$ cat config.mk
export PLATFORM = sky130hd
export DESIGN_NAME = multicycle_ctrl
export DESIGN_NICKNAME = d
export VERILOG_FILES = /design/src/rtl/multicycle_ctrl.sv
export SDC_FILE = /design/constraint.sdc
export NUM_CORES = 1
export LEC_CHECK = 0
export BUFFER_PORTS_ARGS = -buffer_cell sky130_fd_sc_hd__buf_2
export CAP_MARGIN = 15
export CORE_ASPECT_RATIO = 1.1
export CORE_MARGIN = 2
export CORE_UTILIZATION = 50
export DETAILED_ROUTE_END_ITERATION = 10
export PLACE_DENSITY = 0.71
export SYNTH_ARGS = -nofsm -noshare
export SYNTH_HDL_FRONTEND = slang
export SYNTH_SLANG_ARGS = --single-unit
export TNS_END_PERCENT = 5
$ cat constraint.sdc
create_clock -name clk -period 3.75 [get_ports clk]
set_clock_uncertainty 0.15 [all_clocks]
set_input_delay 0.1875 -clock clk [delete_from_list [all_inputs] [get_ports clk]]
set_output_delay 0.1875 -clock clk [all_outputs]
set_load 0.005 [all_outputs]
$ cat src/rtl/multicycle_ctrl.sv
`default_nettype none
// ============================================================================
// Module   : multicycle_ctrl
// Purpose  : Multicycle LEGv8 control FSM. It sequences the shared ALU, the
//            register file, PC/IR and a unified memory port over several
//            cycles per instruction. Decoded subset: LDUR, STUR, CBZ, CBNZ,
//            ADD, SUB, AND, ORR, ADDI. Memory accesses use a req/ready
//            handshake with a timeout, and retired instructions are counted.
// Ports    : clk        - sole clock, rising edge
//            reset      - asynchronous active-low reset (0 = reset)
//            Op         - opcode Instr[31:21] from IR, valid from DECODE on
//            Zero       - ALU zero flag
//            mem_ready  - memory completes the current access this cycle
//            mem_req/MemRead/MemWrite/IorD - memory port controls
//            IRWrite/PCWrite/PCSrc         - IR and PC controls
//            Reg2Loc/RegWrite/MemtoReg     - register file controls
//            ALUSrcA/ALUSrcB/ALUOp         - ALU operand and op selects
//            halted     - FSM is in HALT
//            fault      - 00 none, 01 illegal opcode, 10 memory timeout
//            retired    - retired-instruction count (wraps)
// Revision : 1.0 - initial release
// ============================================================================
module multicycle_ctrl #(
  parameter int MEM_TIMEOUT = 16,
  parameter int CNT_W       = 32
) (
  input  logic             clk,
  input  logic             reset,
  input  logic [10:0]      Op,
  input  logic             Zero,
  input  logic             mem_ready,
  output logic             mem_req,
  output logic             MemRead,
  output logic             MemWrite,
  output logic             IorD,
  output logic             IRWrite,
  output logic             PCWrite,
  output logic             PCSrc,
  output logic             Reg2Loc,
  output logic             RegWrite,
  output logic             MemtoReg,
  output logic             ALUSrcA,
  output logic [1:0]       ALUSrcB,
  output logic [1:0]       ALUOp,
  output logic             halted,
  output logic [1:0]       fault,
  output logic [CNT_W-1:0] retired
);

  localparam int                WAIT_W   = $clog2(MEM_TIMEOUT);
  localparam logic [WAIT_W-1:0] WAIT_MAX = WAIT_W'(MEM_TIMEOUT - 1);

  typedef enum logic [3:0] {
    S_FETCH, S_DECODE, S_MEMADDR, S_MEMRD, S_MEMWB, S_MEMWR,
    S_EXEC_R, S_EXEC_I, S_ALUWB, S_BRANCH, S_HALT
  } state_t;

  typedef enum logic [2:0] {
    C_ILL, C_LDUR, C_STUR, C_CBZ, C_CBNZ, C_RTYPE, C_ADDI
  } cls_t;

  state_t             state_q, state_d;
  cls_t               cls_q, cls_d, cls_dec;
  logic [WAIT_W-1:0]  wait_q, wait_d;
  logic [1:0]         fault_q, fault_d;
  logic [CNT_W-1:0]   retired_q;
  logic               retire;
  logic               wait_state;
  logic               timed_out;

  // Opcode classification of the live IR opcode.
  always_comb begin
    cls_dec = C_ILL;
    casez (Op)
      11'b11111000010: cls_dec = C_LDUR;
      11'b11111000000: cls_dec = C_STUR;
      11'b10110100???: cls_dec = C_CBZ;
      11'b10110101???: cls_dec = C_CBNZ;
      11'b10001011000,
      11'b11001011000,
      11'b10001010000,
      11'b10101010000: cls_dec = C_RTYPE;
      11'b1001000100?: cls_dec = C_ADDI;
      default:         cls_dec = C_ILL;
    endcase
  end

  assign wait_state = (state_q == S_FETCH) || (state_q == S_MEMRD) ||
                      (state_q == S_MEMWR);
  assign timed_out  = (wait_q == WAIT_MAX);

  // Next state and Moore outputs.
  always_comb begin
    state_d  = state_q;
    cls_d    = cls_q;
    fault_d  = fault_q;
    retire   = 1'b0;
    mem_req  = 1'b0;
    MemRead  = 1'b0;
    MemWrite = 1'b0;
    IorD     = 1'b0;
    IRWrite  = 1'b0;
    PCWrite  = 1'b0;
    PCSrc    = 1'b0;
    Reg2Loc  = 1'b0;
    RegWrite = 1'b0;
    MemtoReg = 1'b0;
    ALUSrcA  = 1'b0;
    ALUSrcB  = 2'b00;
    ALUOp    = 2'b00;
    halted   = 1'b0;

    case (state_q)
      S_FETCH: begin
        mem_req = 1'b1;
        MemRead = 1'b1;
        ALUSrcB = 2'b01;
        if (mem_ready) begin
          // PC <= PC+4 happens in the same cycle the instruction arrives.
          IRWrite = 1'b1;
          PCWrite = 1'b1;
          state_d = S_DECODE;
        end else if (timed_out) begin
          state_d = S_HALT;
          fault_d = 2'b10;
        end
      end
      S_DECODE: begin
        // Precompute the branch target into ALUOut while decoding.
        ALUSrcB = 2'b11;
        cls_d   = cls_dec;
        Reg2Loc = (cls_dec == C_STUR) || (cls_dec == C_CBZ) ||
                  (cls_dec == C_CBNZ);
        case (cls_dec)
          C_LDUR, C_STUR: state_d = S_MEMADDR;
          C_RTYPE:        state_d = S_EXEC_R;
          C_ADDI:         state_d = S_EXEC_I;
          C_CBZ, C_CBNZ:  state_d = S_BRANCH;
          default: begin
            state_d = S_HALT;
            fault_d = 2'b01;
          end
        endcase
      end
      S_MEMADDR: begin
        ALUSrcA = 1'b1;
        ALUSrcB = 2'b10;
        Reg2Loc = (cls_q == C_STUR);
        state_d = (cls_q == C_STUR) ? S_MEMWR : S_MEMRD;
      end
      S_MEMRD: begin
        mem_req = 1'b1;
        MemRead = 1'b1;
        IorD    = 1'b1;
        if (mem_ready) begin
          state_d = S_MEMWB;
        end else if (timed_out) begin
          state_d = S_HALT;
          fault_d = 2'b10;
        end
      end
      S_MEMWB: begin
        RegWrite = 1'b1;
        MemtoReg = 1'b1;
        retire   = 1'b1;
        state_d  = S_FETCH;
      end
      S_MEMWR: begin
        mem_req  = 1'b1;
        MemWrite = 1'b1;
        IorD     = 1'b1;
        Reg2Loc  = 1'b1;
        if (mem_ready) begin
          retire  = 1'b1;
          state_d = S_FETCH;
        end else if (timed_out) begin
          state_d = S_HALT;
          fault_d = 2'b10;
        end
      end
      S_EXEC_R: begin
        ALUSrcA = 1'b1;
        ALUOp   = 2'b10;
        state_d = S_ALUWB;
      end
      S_EXEC_I: begin
        ALUSrcA = 1'b1;
        ALUSrcB = 2'b10;
        ALUOp   = 2'b10;
        state_d = S_ALUWB;
      end
      S_ALUWB: begin
        RegWrite = 1'b1;
        retire   = 1'b1;
        state_d  = S_FETCH;
      end
      S_BRANCH: begin
        ALUSrcA = 1'b1;
        ALUOp   = 2'b01;
        Reg2Loc = 1'b1;
        PCSrc   = 1'b1;
        PCWrite = ((cls_q == C_CBZ) && Zero) || ((cls_q == C_CBNZ) && !Zero);
        retire  = 1'b1;
        state_d = S_FETCH;
      end
      S_HALT: begin
        halted = 1'b1;
      end
      default: begin
        state_d = S_FETCH;
      end
    endcase

    // The state register resets to FETCH, whose outputs would otherwise
    // request memory; hold every strobe low for as long as reset is low.
    if (!reset) begin
      mem_req  = 1'b0;
      MemRead  = 1'b0;
      MemWrite = 1'b0;
      IorD     = 1'b0;
      IRWrite  = 1'b0;
      PCWrite  = 1'b0;
      PCSrc    = 1'b0;
      Reg2Loc  = 1'b0;
      RegWrite = 1'b0;
      MemtoReg = 1'b0;
      ALUSrcA  = 1'b0;
      ALUSrcB  = 2'b00;
      ALUOp    = 2'b00;
      halted   = 1'b0;
    end
  end

  // Counter runs only while a wait state repeats; any state change (entry,
  // accepted mem_ready, timeout) restarts it from zero.
  always_comb begin
    wait_d = '0;
    if (wait_state && (state_d == state_q)) begin
      wait_d = wait_q + WAIT_W'(1);
    end
  end

  always_ff @(posedge clk or negedge reset) begin
    if (!reset) begin
      state_q   <= S_FETCH;
      cls_q     <= C_ILL;
      wait_q    <= '0;
      fault_q   <= 2'b00;
      retired_q <= '0;
    end else begin
      state_q <= state_d;
      cls_q   <= cls_d;
      wait_q  <= wait_d;
      fault_q <= fault_d;
      if (retire) begin
        retired_q <= retired_q + CNT_W'(1);
      end
    end
  end

  assign fault   = fault_q;
  assign retired = retired_q;

endmodule
`default_nettype wire

==> results of run 1 <==
-- where the power goes --
group	internal [uW]	switching (uW)
clock	217	166
sequential	547	127
combinational	234	278
-- critical path, cell delays in order (launching register included) --
cell	delay, ps
dfrtp_1	610
inv_1	210
nand2_1	110
nor3_1	580
o21ai_0	180
a21boi_0	190
buf_2	130
-- final timing paths --
check | start | endpoint | slack (ps) | depth (start not counted)
min in group asynchronous | reset | cls_q[2]$_DFFE_PN0P_ | 240 | 2
max in group asynchronous | reset | retired[0]$_DFFE_PN0P_ | 2450 | 3
worst max-delay path | state_q[1]$_DFF_PN0_ | Reg2Loc | 1100 | 6
worst max register to register | state_q[2]$_DFF_PN0_ | retired[13]$_DFFE_PN0P_ | 1150 | 5
worst min-delay path | mem_ready | state_q[1]$_DFF_PN0_ | 80 | 2
worst min register to register | retired[31]$_DFFE_PN0P_ | retired[31]$_DFFE_PN0P_ | 320 | 1
-- routing by layer --
layer	vias up	global-route usage, %	wire length [um]
li1	1128	-	-
met1	1096	25.3	2500
met2	51	35.0	2910
met3	11	3.89	215
met4	0	7.45	95
met5	-	0	0
-- logic make-up (layout without fill, tap and decap cells) --
group,count (synthesis),after routing
AOI/OAI and AO/OA,36,36
xor gates and xnor gates,35,35
adders and majority gates,3,3
buffers and inverters,25,89
DFF,45,45
muxes,3,3
and+or+nand+nor,141,141
-- cell type report --
cell class	count	area, um2	share of cell area (%)
Inverter	14	52.6	1.68
Tap cell	58	72.6	2.32
Multi-Input combinational cell	218	1420	45.2
Clock inverter	2	37.5	1.20
Sequential cell	45	1130	35.9
Timing Repair Buffer	67	345	11.0
Clock buffer	6	82.6	2.64
-- state kept, by name, summed over array words and instances (netlist names) --
register,flops
retired,32
state_q,4
wait_q,4
cls_q,3
fault,2
-- through the flow --
stage	cells	power [uW]	setup WS, ps	hold WS (ps)
final	410	1570	1100	80.0
after CTS	410	1580	1080	66.4
after floorplan	288	1040	1530	-258
after detailed placement	401	1200	1150	7.68
after global placement	401	1190	1240	5.47
after global routing	410	1680	883	96.6
-- layout by cell type (no fill, tap or decap), types with 6 or more instances in the layout --
| cell type | instances |
|---|---|
| and3_1 | 9 |
| clkbuf_8 | 6 |
| nand4_1 | 7 |
| nor2b_1 | 6 |
| xnor2_1 | 13 |
| xor2_1 | 22 |
| nor2_1 | 28 |
| buf_2 | 64 |
| dfrtp_1 | 45 |
| inv_1 | 14 |
| a21oi_1 | 6 |
| nand2_1 | 31 |
| nand3_1 | 10 |
| nor4_1 | 6 |
| nor3_1 | 11 |
-- repair_timing --
item,CTS,global route
hold buffers,1,0
buffers inserted,0,0
endpoints found under the hold margin,13,0
==> results by group, run 1 <==
Status
  • Status: finished, final reports clean

STA
  • Slew HR: 51.6%
  • Final Setup Violations: 0
  • Setup TNS Final: 0 ps
  • Peak Freq: approximately 380 MHz
  • Final Critical Period: ~2600 ps
  • Slew @ Worst Pin: a little over 700 ps
  • Max Slew Vio Count: 0
  • Unrepaired setup endpoints after global routing: no
  • Final period utilization: just over 70%
  • Final Hold Violating Endpoints: 0

Clocking
  • Clock sink count: 45
  • CTS tree: built
  • Clock Tree Root: clkbuf_8
  • Num CTS Buffers: 5
  • H-tree Lvls: 2
  • Resized Gates After CTS: 0
  • CTS Buffer Depth: 2
  • Clock-pin slew on the worst setup and hold paths: about 80 ps
  • Clk_lat worst skew: around 300 ps

Synthesis
  • Post-synthesis mux area share: 1.23%
  • Synth top cells by count: dfrtp_1, nand2_1, nor2_1
  • Post-Synth Adder-Cell Area: between 1 and 1.5%
  • Largest family of logic cells by synthesized area: simple AND/OR/NAND/NOR gates
  • Top cell type's share of synthesized area: a little over two fifths
  • Mapped Avg Cell Area: between 9 and 10 um2
  • Ys flop type: dfrtp_1
  • Count leader, synth: dfrtp_1
  • #FFs+latches synth: 45
  • Seq/Total Area, Yosys: between 40% and 50%
  • Synth Area in Compound Gates: around a tenth
  • Ys async rst share: 100%
  • Number of distinct library cells after synthesis: 54
  • Total nets after synthesis: 306
  • Simple logic cell fraction of the synthesized area: 29.6%
  • Mapped Area: 2660 um2
  • EDFF count, synth: 0
  • Largest cells by area after synthesis: dfrtp_1, xor2_1, nand2_1
  • Post-Synthesis Cells: roughly 290
  • YS warnings: 0
  • Xor/xnor share of the synthesized area: approximately 12%
  • Largest area contributor in the netlist: dfrtp_1

Global route
  • Vias in the first global route: roughly 2100
  • Largest net degree at the start of global routing: 34
  • Global route total overflow: 0
  • Initial antenna violation count: 0
  • GRT Total Usage: between 20% and 30%
  • First-pass GRT wire length: around 9.6 mm

Routing
  • DRT iter0 DRCs: about 130
  • WL final: between 5 and 6 mm
  • Iteration count of the initial detailed-routing pass: 4
  • DR WL/cell: between 10 and 15 um
  • DR vias: about 2300
  • Vias/cell: between 5 and 6
  • DRC errors left: 0
  • DRT antenna net count: 0

Cells and area
  • N_diodes: 0
  • Area delta synth->final: 18.0%
  • Layout cell share with drive strength beyond 1: 25.0%
  • Filler cell count: about 460
  • Final net count: between 300 and 400
  • Post-route cell area: 3130 um2
  • Final core occ: about three fifths

Place
  • IO buf count: 64
  • Routability-driven placement congestion ratio: 0.815
  • Dpl cell area: ~3000 um2
  • Dpl hpwl: 4.28 mm

Power
  • PwrDens: roughly 500 nW/um2
  • LEAKAGE: 0.00157 uW
  • Max VDD drop: roughly 0.00025 V

Critical path
  • Worst Setup End Kind: output port
  • Crit Path Max Fanout: 21
  • Setup Crit Path Kind: reg -> out
  • CP arrival: around 2300 ps
  • Worst EP required: about 3400 ps
  • CP Launch Type: flop

Die
  • Ports: between 60 and 70
  • Die height: around 80 um
  • Initial Utilization: a little over half
  • Row cnt: 27
  • Die area: approximately 5900 um2
  • Core area: 5070 um2
  • Die W: roughly 73 um

Flow run
  • Maxcap violations: 0

Min path
  • HP Class: in -> reg
No activity file was read; power rests on OpenSTA's default activity.
==> run 2, diff against run 1 <==
Settings changed: CORE_UTILIZATION 50 to 48, PLACE_DENSITY 0.71 to 0.72.
Clock period 3.75 ns to 2.2 ns, I/O delays scaled along.
==> run 2 against run 1 <==
The flow now finishes with violations (setup timing). Setup slack worse by 1100 ps. Final cell count rose by 12%. Sequential cell count unchanged. Critical path depth rose by 8. Sequential share of layout area decreased by 3.3 points. Die area up 3.9%. First-iteration DRC count down 3.1%. Clock power grew 60%. Power is 76% higher. Critical endpoint is now state_q[2]$_DFF_PN0_.
==> results by group, run 2 (synthesized netlist as in run 1, its figures left out) <==
Critical path
  • Worst Setup End Kind: flop
  • CP arrival: between 2000 and 2500 ps
  • Top Family by Delay on Critical Path: simple AND/OR/NAND/NOR gates
  • CP Buf/Inv Count: 9
  • CP peak stage delay: around 520 ps
  • CP Launch Type: input port
  • Cell breakdown of the critical path: buf_6, or4b_4, or4b_4, a21oi_4, buf_6, buf_4, buf_4, buf_4, buf_4, buf_4, buf_4, buf_4, nand2_1, o211ai_1
  • Most used cell, CP: buf_4
  • Crit Path Max Fanout: 2
  • Worst EP required: ~2300 ps
  • Setup Crit Path Kind: in -> reg
  • Critical-path top delay cell: or4b_4

Cells and area
  • Area delta synth->final: 29.7%
  • Layout cell share with drive strength beyond 1: around a third
  • Most frequent cells in the layout: buf_2, dfrtp_1, buf_4, nand2_1, nor2_1
  • Multi-input gate area: about 1500 um2
  • Register area: between 1000 and 1500 um2
  • Largest register FFs: 32
  • N_diodes: 0
  • Post-route cell area: between 3000 and 4000 um2
  • Commonest non-fill, non-tap cell in the layout: buf_2
  • Final core occ: between 60 and 70%
  • Filler cell count: between 400 and 500
  • Final net count: about 400

Place
  • IO buf count: between 60 and 70
  • Dpl cell area: 3200 um2
  • Routability-driven placement congestion ratio: 0.835
  • Dpl hpwl: about 4.5 mm

Routing
  • Iteration count of the initial detailed-routing pass: 4
  • Vias/cell: 5.38
  • DRT iter0 DRCs: 124
  • WL final: a little over 6 mm
  • DRT antenna net count: 0
  • DRC errors left: 0
  • DR vias: ~2500
  • DR WL/cell: around 13 um

Clocking
  • Clock Tree Root: clkbuf_8
  • H-tree Lvls: 2
  • Clock sink count: 45
  • CTS Buffer Depth: 2
  • Num CTS Buffers: 5
  • CTS tree: built
  • Clk_lat worst skew: 290 ps
  • Clock-pin slew on the worst setup and hold paths: around 90 ps

Power
  • PwrDens: between 800 and 900 nW/um2
  • LEAKAGE: approximately 0.0017 uW
  • Max VDD drop: 0.000386 V

Global route
  • Initial antenna violation count: 0
  • Global route total overflow: 0
  • First-pass GRT wire length: 10.0 mm
  • Vias in the first global route: about 2300
  • GRT Total Usage: 20.8%
  • Largest net degree at the start of global routing: 26

STA
  • Peak Freq: roughly 450 MHz
  • Final period utilization: 101%
  • Final Critical Period: between 2000 and 2500 ps
  • Slew @ Worst Pin: approximately 480 ps
  • Final Hold Violating Endpoints: 0
  • Final Setup Violations: 2
  • Unrepaired setup endpoints after global routing: yes
  • Slew HR: between 60% and 70%
  • Max Slew Vio Count: 0
  • Final WS setup: -23.8 ps

Die
  • Initial Utilization: between 40% and 50%
  • Die W: around 75 um
  • Die area: 6140 um2
  • Row cnt: 28
  • Core area: between 5000 and 6000 um2
  • Ports: between 60 and 70
  • Die height: 82 um

Status
  • Failing checks: setup timing
  • Status: finished with violations

Min path
  • HP Class: in -> async

Flow run
  • Maxcap violations: 0
-- run 2: routing by layer --
metal | part of all wire [%] | track usage, % | up-vias | routed length, um
met4 | 1.9 | 7.50 | 0 | 116
li1 | - | - | 1194 | -
met1 | 43 | 24.5 | 1185 | 2630
met3 | 4.9 | 4.66 | 15 | 302
met5 | 0 | 0 | - | 0
met2 | 50 | 36.7 | 71 | 3070
-- run 2: timing repair --
item	in CTS	in global routing
setup buffers	7	0
gates resized for setup	5	9
pin swaps	6	2
endpoints found under the hold margin	46	0
endpoints found under the setup margin	1	7
hold buffers	2	0
-- run 2: report_power, final --
| group | internal, uW | switching (uW) |
|---|---|---|
| registers | 933 | 126 |
| logic | 500 | 596 |
| clock network | 330 | 280 |
-- run 2: worst reg2reg max path: stages, from the launching register on --
cell and delay [ps]:
dfrtp_1 410, and2b_4 290, a21oi_4 90, or3_1 410, buf_4 220, nor4_2 260
xor2_1 160
-- run 2: worst paths after layout --
kind	cells past startpoint	start	slack, ps	to
worst max-delay path	14	Op[5]	-20	state_q[2]$_DFF_PN0_
worst min-delay path	2	reset	100	state_q[3]$_DFF_PN0_
worst max register to register	6	state_q[3]$_DFF_PN0_	140	retired[27]$_DFFE_PN0P_
worst min register to register	1	retired[31]$_DFFE_PN0P_	320	retired[31]$_DFFE_PN0P_
max in group asynchronous	3	reset	1190	retired[31]$_DFFE_PN0P_
min in group clk	4	Op[1]	110	fault[0]$_DFFE_PN0P_
-- run 2: final cells by class --
cell class,count,area share (%)
clock buffers,5,2.00
clock inverters,2,1.02
inverters,14,1.53
multi-input cells,218,42.6
flip-flops and latches,45,32.7
well taps,75,2.72
repair buffers,99,17.4
-- run 2: through the flow --
step,hold slack [ps],total power [uW],setup TNS (ps),cells,setup slack (ps)
CTS,94.8,2780,-9.02,458,-9.02
global route,125,2980,-150,458,-58.1
floorplan,-336,1770,0,288,104
finish,103,2770,-45.8,458,-23.8
detailed placement,-130,2160,-181,442,-81.9
global placement,-134,2140,-142,442,-91.9
==> run 3, diff against run 2 <==
Settings changed: CORE_ASPECT_RATIO 1.1 to 1.25, MAX_ROUTING_LAYER from default to met4, PLACE_DENSITY 0.72 to 0.77.
==> run 3 against run 2 <==
The flow still finishes with violations (setup timing). Non-clock buffer count shrank 5. First-iteration DRC count shrank 31%. Routed wire length shrank 0.65%. Die area is essentially flat. Sequential cell count is the same. Combinational power grew 4%. Clock-buffer cell count is the same. Critical path depth shrank 5. Critical path type is now in -> out. Critical endpoint is now Reg2Loc. Largest cell class unchanged. Largest power group unchanged.
==> results by group, run 3 (synthesized netlist as in run 1, its figures left out) <==
Cells and area
  • N_diodes: 0
  • Layout cell share with drive strength beyond 1: between 30% and 40%
  • Filler cell count: between 400 and 500
  • Most frequent cells in the layout: buf_2, dfrtp_1, nand2_1, nor2_1, buf_4
  • Post-route cell area: between 3000 and 4000 um2
  • Multi-input gate area: 1460 um2
  • Area delta synth->final: 28.8%
  • Commonest non-fill, non-tap cell in the layout: buf_2
  • Largest register FFs: 32
  • Register area: roughly 1100 um2
  • Final net count: a little under 400

Status
  • Failing checks: setup timing
  • Status: finished with violations

STA
  • Final Critical Period: 2200 ps
  • Final period utilization: 100%
  • Max Slew Vio Count: 0
  • Final Setup Violations: 1
  • Slew HR: around 65%
  • Slew @ Worst Pin: around 500 ps
  • Peak Freq: between 400 and 500 MHz
  • Unrepaired setup endpoints after global routing: yes
  • Final Hold Violating Endpoints: 0
  • Final WS setup: -3.33 ps

Critical path
  • Reg2Reg Setup Slack: 160 ps
  • CP Launch Type: input port
  • Crit Path Max Fanout: 2
  • Critical-path top delay cell: or4b_4
  • Worst Setup End Kind: output port
  • Worst EP required: just under 2000 ps
  • CP arrival: just under 2000 ps
  • Setup Crit Path Kind: in -> out
  • CP peak stage delay: ~520 ps
  • Most used cell, CP: or4b_4
  • Cell breakdown of the critical path: buf_6, or4b_4, or4b_4, a21oi_4, nor2_2, ha_2, o21ai_2, a21boi_1, buf_2

Place
  • Dpl hpwl: ~4.7 mm
  • Dpl cell area: around 3200 um2
  • Routability-driven placement congestion ratio: between 0.8 and 0.9
  • IO buf count: 64
  • Pre-CTS setup slack: -92.2 ps

Die
  • Die height: between 80 and 90 um
  • Die area: 6150 um2
  • Core area: 5370 um2
  • Row cnt: 30
  • Die W: between 70 and 80 um
  • Ports: 65
  • Initial Utilization: between 40% and 50%

Routing
  • Max Used Layer: met4
  • DR vias: approximately 2400
  • DR WL/cell: 13.7 um
  • Met3 Wirelength: between 200 and 250 um
  • Vias/cell: 5.50
  • WL final: 6.08 mm
  • Met1 WL: 2.46 mm
  • Iteration count of the initial detailed-routing pass: 4
  • DRC errors left: 0
  • DRT iter0 DRCs: 86
  • DRT antenna net count: 0
  • Met2 wire length: approximately 3.3 mm

Flow run
  • Maxcap violations: 0

Clocking
  • Clock-pin slew on the worst setup and hold paths: 80 ps
  • Num CTS Buffers: 5
  • H-tree Lvls: 2
  • Clk_lat worst skew: a little under 300 ps
  • Clock sink count: 45
  • CTS Buffer Depth: 2
  • Clock Tree Root: clkbuf_8
  • CTS tree: built

Global route
  • Vias in the first global route: around 2400
  • Global route total overflow: 0
  • First-pass GRT wire length: a little over 10 mm
  • GRT Total Usage: a little over a fifth
  • Largest net degree at the start of global routing: 33
  • Initial antenna violation count: 0

Min path
  • HP Class: in -> reg

Power
  • LEAKAGE: around 0.0017 uW
  • Max VDD drop: 0.000403 V
  • PwrDens: roughly 860 nW/um2
## run 3: cell count changes in the layout (fill, tap and decap cells not counted), sizes merged
| cell | change |
|---|---|
| dlygate4sd3 | -1 |
| bufinv | +1 |
| clkbuf | -1 |
| buf | -3 |
| inv | +1 |
| clkinv | -1 |
## run 3: metal layers
layer	vias up	global-route usage, %
li1	1192	-
met1	1167	23.0
met2	65	38.7
met3	12	3.36
met4	0	6.99
met5	-	-
## run 3: path summary, 6_finish.rpt
path	startpoint	to	depth (start not counted)
worst max register to register	state_q[2]$_DFF_PN0_	retired[13]$_DFFE_PN0P_	5
min in group asynchronous	reset	cls_q[2]$_DFFE_PN0P_	2
worst max-delay path	Op[5]	Reg2Loc	9
max in group asynchronous	reset	retired[10]$_DFFE_PN0P_	3
worst min register to register	retired[31]$_DFFE_PN0P_	retired[31]$_DFFE_PN0P_	1
worst min-delay path	mem_ready	state_q[1]$_DFF_PN0_	3
## run 3: layout make-up
type / count / share of cell area, %
Clock inverter: 3 / 2.01
Inverter: 14 / 1.54
Multi-Input combinational cell: 218 / 42.6
Timing Repair Buffer: 94 / 16.6
Clock buffer: 5 / 2.01
Sequential cell: 45 / 32.9
Tap cell: 64 / 2.34
## run 3: critical path, delay by kind of cell
kind	cells	cell delay, ps
adders and majority gates	1	180
and+or+nand+nor	3	1080
AOI/OAI and AO/OA	3	350
buffers and inverters	2	210
## run 3: stage by stage
stage	hold WS (ps)	setup TNS, ps	util (%)	total power (uW)	cells
after floorplan	-336	0	-	1770	288
after global placement	-74.2	-119	59.8	2160	432
after detailed placement	-71.3	-242	59.8	2190	432
after CTS	35.4	-1.58	63.2	2950	443
after global routing	38.3	-51.1	63.7	3150	443
final	45.3	-3.33	63.7	2940	443
## run 3: timing repair
item,CTS,global route
pin swaps,6,2
buffers inserted,2,0
hold buffers,1,0
resized for setup,7,5
endpoints found under the hold margin,13,0
endpoints found under the setup margin,2,8
gates cloned,0,0
## run 3: where the power goes
part / switching (uW) / internal [uW] / total, uW
logic: 615 / 528 / 1140
clock network: 285 / 457 / 742
registers: 118 / 934 / 1050
total: 1020 / 1920 / 2940
